$ cat config.mk
export PLATFORM = sky130hd
export DESIGN_NAME = rca_seq_adder
export DESIGN_NICKNAME = d
export VERILOG_FILES = /design/src/rtl/rca_seq_adder.sv
export SDC_FILE = /design/constraint.sdc
export NUM_CORES = 1
export LEC_CHECK = 0
export ABC_CLOCK_PERIOD_IN_PS = 2600
export CAP_MARGIN = 40
export CORE_MARGIN = 5
export CORE_UTILIZATION = 40
export DETAILED_ROUTE_END_ITERATION = 12
export PLACE_DENSITY = 0.66
export SYNTH_ARGS = -nofsm -noshare
export SYNTH_HDL_FRONTEND = slang
export SYNTH_SLANG_ARGS = --single-unit
$ cat constraint.sdc
create_clock -name clk -period 2.6 [get_ports clk]
set_input_delay 0.39 -clock clk [delete_from_list [all_inputs] [get_ports clk]]
set_output_delay 0.39 -clock clk [all_outputs]
set_load 0.02 [all_outputs]
$ cat src/rtl/rca_seq_adder.sv
// rca_seq_adder: multi-cycle WIDTH-bit adder built around one 3-bit ripple-carry slice.
// Operands are captured through a valid/ready handshake. The slice then steps from LSB to MSB,
// one slice per clock, with the inter-slice carry held in a register. The result is presented
// through a valid/ready handshake.
//
// Optional feature: define RCA_SEQ_BTB_EN for back-to-back accept. New operands may then be
// captured in the same cycle that the DONE result retires.
//
// Ports:
//   clk       in   system clock, rising edge
//   rst_n     in   asynchronous active-low reset
//   in_valid  in   a/b/cin valid
//   in_ready  out  operands can be accepted this cycle
//   a, b      in   WIDTH-bit unsigned operands
//   cin       in   carry into slice 0
//   out_valid out  sum/cout hold a completed result
//   out_ready in   consumer takes the result this cycle
//   sum       out  a+b+cin modulo 2^WIDTH (registered)
//   cout      out  carry out of the MSB slice (registered)
//   busy      out  high while slices are being stepped
module rca_seq_adder #(
  parameter int unsigned NSLICES = 4,
  localparam int unsigned WIDTH  = 3 * NSLICES
) (
  input  logic             clk,
  input  logic             rst_n,
  input  logic             in_valid,
  output logic             in_ready,
  input  logic [WIDTH-1:0] a,
  input  logic [WIDTH-1:0] b,
  input  logic             cin,
  output logic             out_valid,
  input  logic             out_ready,
  output logic [WIDTH-1:0] sum,
  output logic             cout,
  output logic             busy
);

  localparam int unsigned IdxW = (NSLICES > 1) ? $clog2(NSLICES) : 1;

  typedef enum logic [1:0] {
    StIdle,
    StRun,
    StDone
  } state_e;

  state_e            state_q, state_d;
  logic [WIDTH-1:0]  a_q, a_d;
  logic [WIDTH-1:0]  b_q, b_d;
  logic [WIDTH-1:0]  sum_q, sum_d;
  logic              carry_q, carry_d;
  logic [IdxW-1:0]   idx_q, idx_d;

  logic [2:0]        slice_a, slice_b;
  logic [3:0]        slice_res;
  logic              accept;

  // Select the active 3-bit operand slice; a constant-index loop keeps the mux width-clean.
  always_comb begin
    slice_a = '0;
    slice_b = '0;
    for (int unsigned i = 0; i < NSLICES; i++) begin
      if (idx_q == IdxW'(i)) begin
        slice_a = a_q[3*i +: 3];
        slice_b = b_q[3*i +: 3];
      end
    end
    slice_res = {1'b0, slice_a} + {1'b0, slice_b} + {3'b000, carry_q};
  end

`ifdef RCA_SEQ_BTB_EN
  assign in_ready = (state_q == StIdle) || ((state_q == StDone) && out_ready);
`else
  assign in_ready = (state_q == StIdle);
`endif

  assign accept    = in_valid && in_ready;
  assign out_valid = (state_q == StDone);
  assign busy      = (state_q == StRun);
  assign sum       = sum_q;
  assign cout      = carry_q;

  always_comb begin
    state_d = state_q;
    a_d     = a_q;
    b_d     = b_q;
    sum_d   = sum_q;
    carry_d = carry_q;
    idx_d   = idx_q;

    unique case (state_q)
      StIdle: begin
      end
      StRun: begin
        for (int unsigned i = 0; i < NSLICES; i++) begin
          if (idx_q == IdxW'(i)) begin
            sum_d[3*i +: 3] = slice_res[2:0];
          end
        end
        carry_d = slice_res[3];
        if (idx_q == IdxW'(NSLICES - 1)) begin
          state_d = StDone;
        end else begin
          idx_d = idx_q + 1'b1;
        end
      end
      StDone: begin
        if (out_ready) begin
          state_d = StIdle;
        end
      end
      default: begin
        state_d = StIdle;
      end
    endcase

    // Capture wins over the DONE->IDLE return, which gives the back-to-back path when enabled.
    if (accept) begin
      a_d     = a;
      b_d     = b;
      carry_d = cin;
      idx_d   = '0;
      sum_d   = '0;
      state_d = StRun;
    end
  end

  always_ff @(posedge clk or negedge rst_n) begin
    if (!rst_n) begin
      state_q <= StIdle;
      a_q     <= '0;
      b_q     <= '0;
      sum_q   <= '0;
      carry_q <= 1'b0;
      idx_q   <= '0;
    end else begin
      state_q <= state_d;
      a_q     <= a_d;
      b_q     <= b_d;
      sum_q   <= sum_d;
      carry_q <= carry_d;
      idx_q   <= idx_d;
    end
  end

endmodule
==> run metrics, run 1 <==
cell type of the slowest stage on the worst timing path=sky130_fd_sc_hd__fa_1; capture point of the worst reg-to-reg path=sum[7]$_DFFE_PN0P_; critical path launch point type=register; Async S/R FF share, synth=1.000; largest voltage drop on the vdd net=0.0006843 V; maxcap violations=0; cells taking the most area after synthesis=sky130_fd_sc_hd__dfrtp_1, sky130_fd_sc_hd__mux2_2, sky130_fd_sc_hd__a21oi_1; number of warnings reported in the yosys synthesis log=0; Sink Count=41; wire length of the first global-routing pass=6865 um; share of final-layout standard cells stronger than drive strength 1=0.1839; clock insertion delay at the later pin of the skew report=0.28 ns; drt via density=4.990; total number of H-tree levels=2; Antenna Cells=0; critical path cell sequence=inv_1 > ha_2 > nand2_1 > o21ai_0 > a22oi_1 > fa_1 > inv_1 > fa_1 > nand3_1 > a21oi_1; Max Clock Freq=0.4139 GHz; hold buffer count at CTS=0; Die Width=80.55 um; launch instance of the worst register-to-register path=idx_q[0]$_DFFE_PN0P_; count of input and output buffers=44; register bit total from synthesis=41; post-detailed-route DRC marker count=0; Worst Tran Pin Value=0.5264 ns; starting density of the core=0.4159; register-to-register path setup slack=0.18 ns; final setup violation count=0; Layout Skew=0.003950 ns; number of different library cells in the post-synthesis netlist=28; via count of the routed design=1447; final hold violation count=0; largest net degree at the start of global routing=46; post-detailed-placement cell area=2520 um^2; clock input transition at the sequential cells of the worst setup and hold paths=0.07 ns; synthesized area per cell=11.25 um^2; portion of synthesized cell area occupied by the leading cell type=0.5154; number of antenna violations at the first check in global routing=0; most instantiated flip-flop cell in the synthesis netlist=sky130_fd_sc_hd__dfrtp_1; DRT Wirelength=4039 um; Critical path origin=idx_q[0]$_DFFE_PN0P_; ranking of synthesized cells by instance count=sky130_fd_sc_hd__dfrtp_1, sky130_fd_sc_hd__mux2_2, sky130_fd_sc_hd__a21oi_1, sky130_fd_sc_hd__nand2_1, sky130_fd_sc_hd__inv_1; drt first pass iters=4; syn_nets=214; leakage component of the power=1.130 nW; routed wirelength normalized by instance count=13.93 um; layout-stage area growth over the synthesis result=31.43%; outcome=complete, no violations; combined area of all synthesized cells=1991 um^2; all-layer global routing usage=0.1363; setup repair after global routing missed its margin=yes; part of the cycle the worst path needs=0.9293; delay of the slowest cell on the worst path=0.46 ns; DRT iter0 DRCs=74; Min-Delay Path Class=in -> async; arrival time worst endpoint=2.58 ns; fraction of the yosys area taken by sequential cells=0.5154; Post-layout nets=261; Max Fanout on Critical Path=9; root buffer cell=sky130_fd_sc_hd__clkbuf_8; Util after Layout=0.5467; most common cell in the synthesized netlist=sky130_fd_sc_hd__dfrtp_1; dpl hpwl=2975 um; gpl congestion=0.7475; overall power of the completed layout=3.502 mW; vias in the first global route=1370; instance count of the mapped netlist=177; number of nets still failing antenna checks after routing=0; worst setup path endpoint=sum[7]$_DFFE_PN0P_; buffer depth of the longest clock path=2; Chip Height=80.55 um; Std-Cell Core Area=4786 um^2; cell depth of the worst flop-to-flop path=10; final global-route overflow total=0; Period minus WS final=2.416 ns; worst endpoint required time=2.76 ns; number of clock buffers inserted by TritonCTS=5; final max-slew violation count=0; Crit Path Class=reg -> reg; cell row count=25; total power divided by cell area=1339 nW/um^2; clock tree from TritonCTS=yes; Ports=45; number of enable flip-flop cells after synthesis=0; Yosys top cell by area=sky130_fd_sc_hd__dfrtp_1; endpoint kind of the worst setup timing path=register; worst rel slew slack=0.6483; area of all placed cells without fillers=2616 um^2; area of the die=6488 um^2
## power by group
group / switching [mW] / internal [mW]
sequential: 0.170 / 0.940
clock: 0.198 / 0.177
combinational: 1.05 / 0.967
total: 1.42 / 2.08
## worst max-delay path, delay by kind of cell (launching register included)
| kind | cells | cell delay [ns] |
|---|---|---|
| adder cells (fa/ha/maj) | 3 | 1.15 |
| flip-flops | 1 | 0.42 |
| AO/OA/AOI/OAI | 3 | 0.36 |
| AND/OR/NAND/NOR | 2 | 0.19 |
| buffers and inverters | 2 | 0.18 |
## placed cells by master (no fill, tap or decap), types with 3 or more instances in the layout
| master | n |
|---|---|
| sky130_fd_sc_hd__a21oi_1 | 17 |
| sky130_fd_sc_hd__a311oi_1 | 4 |
| sky130_fd_sc_hd__buf_4 | 6 |
| sky130_fd_sc_hd__clkbuf_8 | 5 |
| sky130_fd_sc_hd__clkdlybuf4s50_1 | 43 |
| sky130_fd_sc_hd__dfrtp_1 | 41 |
| sky130_fd_sc_hd__ha_1 | 3 |
| sky130_fd_sc_hd__ha_2 | 3 |
| sky130_fd_sc_hd__inv_1 | 9 |
| sky130_fd_sc_hd__mux2_2 | 20 |
| sky130_fd_sc_hd__mux2i_1 | 5 |
| sky130_fd_sc_hd__nand2_1 | 16 |
| sky130_fd_sc_hd__nand3_1 | 4 |
| sky130_fd_sc_hd__nand3b_1 | 5 |
| sky130_fd_sc_hd__nor2_1 | 7 |
| sky130_fd_sc_hd__nor2b_1 | 5 |
| sky130_fd_sc_hd__o21ai_0 | 8 |
## how the worst min path moves through the flow
stage | start | endpoint | slack, ns | depth (start not counted)
final | rst_n | b_q[11]$_DFFE_PN0P_ | 0.04 | 1
after floorplan | rst_n | a_q[0]$_DFFE_PN0P_ | 0.09 | 0
after detailed placement | rst_n | b_q[11]$_DFFE_PN0P_ | 0.35 | 1
after global placement | b_q[2]$_DFFE_PN0P_ | b_q[2]$_DFFE_PN0P_ | 0.50 | 1
after CTS | rst_n | b_q[11]$_DFFE_PN0P_ | 0.05 | 1
after global routing | rst_n | b_q[11]$_DFFE_PN0P_ | 0.07 | 1
## cell families (layout without fill, tap and decap cells)
family,count (synthesis),in the layout,synth area share
and+or+nand+nor,42,42,0.1043
adders and majority gates,8,8,0.05783
buffers and inverters,21,67,0.05720
xor gates and xnor gates,2,2,0.008801
DFF,41,41,0.5154
muxes,25,25,0.1383
AOI/OAI and AO/OA,38,38,0.1182
## registers in the layout (all words and copies together), names as in the netlist
name and flops:
idx_q 2, b_q 12, a_q 12, cout 1, state_q 2, sum 12
## per-layer routing
| metal | vias to the layer above | GRT usage | wire [um] |
|---|---|---|---|
| li1 | 708 | - | - |
| met1 | 703 | 0.1977 | 1970 |
| met4 | 0 | 0.04054 | 33 |
| met2 | 34 | 0.1962 | 1784 |
| met3 | 2 | 0.03924 | 250 |
| met5 | - | 0 | 0 |
## through the flow
stage	hold WS (ns)	setup TNS, ns	std cells	setup WS (ns)
after floorplan	0.09441	0	177	0.2060
after global placement	0.4951	0	282	0.08983
after detailed placement	0.3548	0	283	0.06111
after CTS	0.04897	0	289	0.04083
after global routing	0.06516	-0.003182	290	-0.003182
final	0.04142	0	290	0.1838
## layout make-up
cell class	count	area [um^2]
Tap cell	67	83.83
Sequential cell	41	1026
Fill cell	423	2170
Inverter	9	33.78
Timing Repair Buffer	52	528.0
Clock buffer	5	68.82
Multi-Input combinational cell	115	870.8
Clock inverter	1	5.005
## timing repair
| action | CTS | global route |
|---|---|---|
| setup buffers | 0 | 1 |
| resized for setup | 0 | 4 |
| setup endpoints to repair | 0 | 9 |
(Power assumes the default switching activity.)
==> run 2, diff against run 1 <==
Settings changed: GPL_ROUTABILITY_DRIVEN set to 0.
==> results of run 2 <==
Final layout, timing and power as in run 1 (identical DEF).
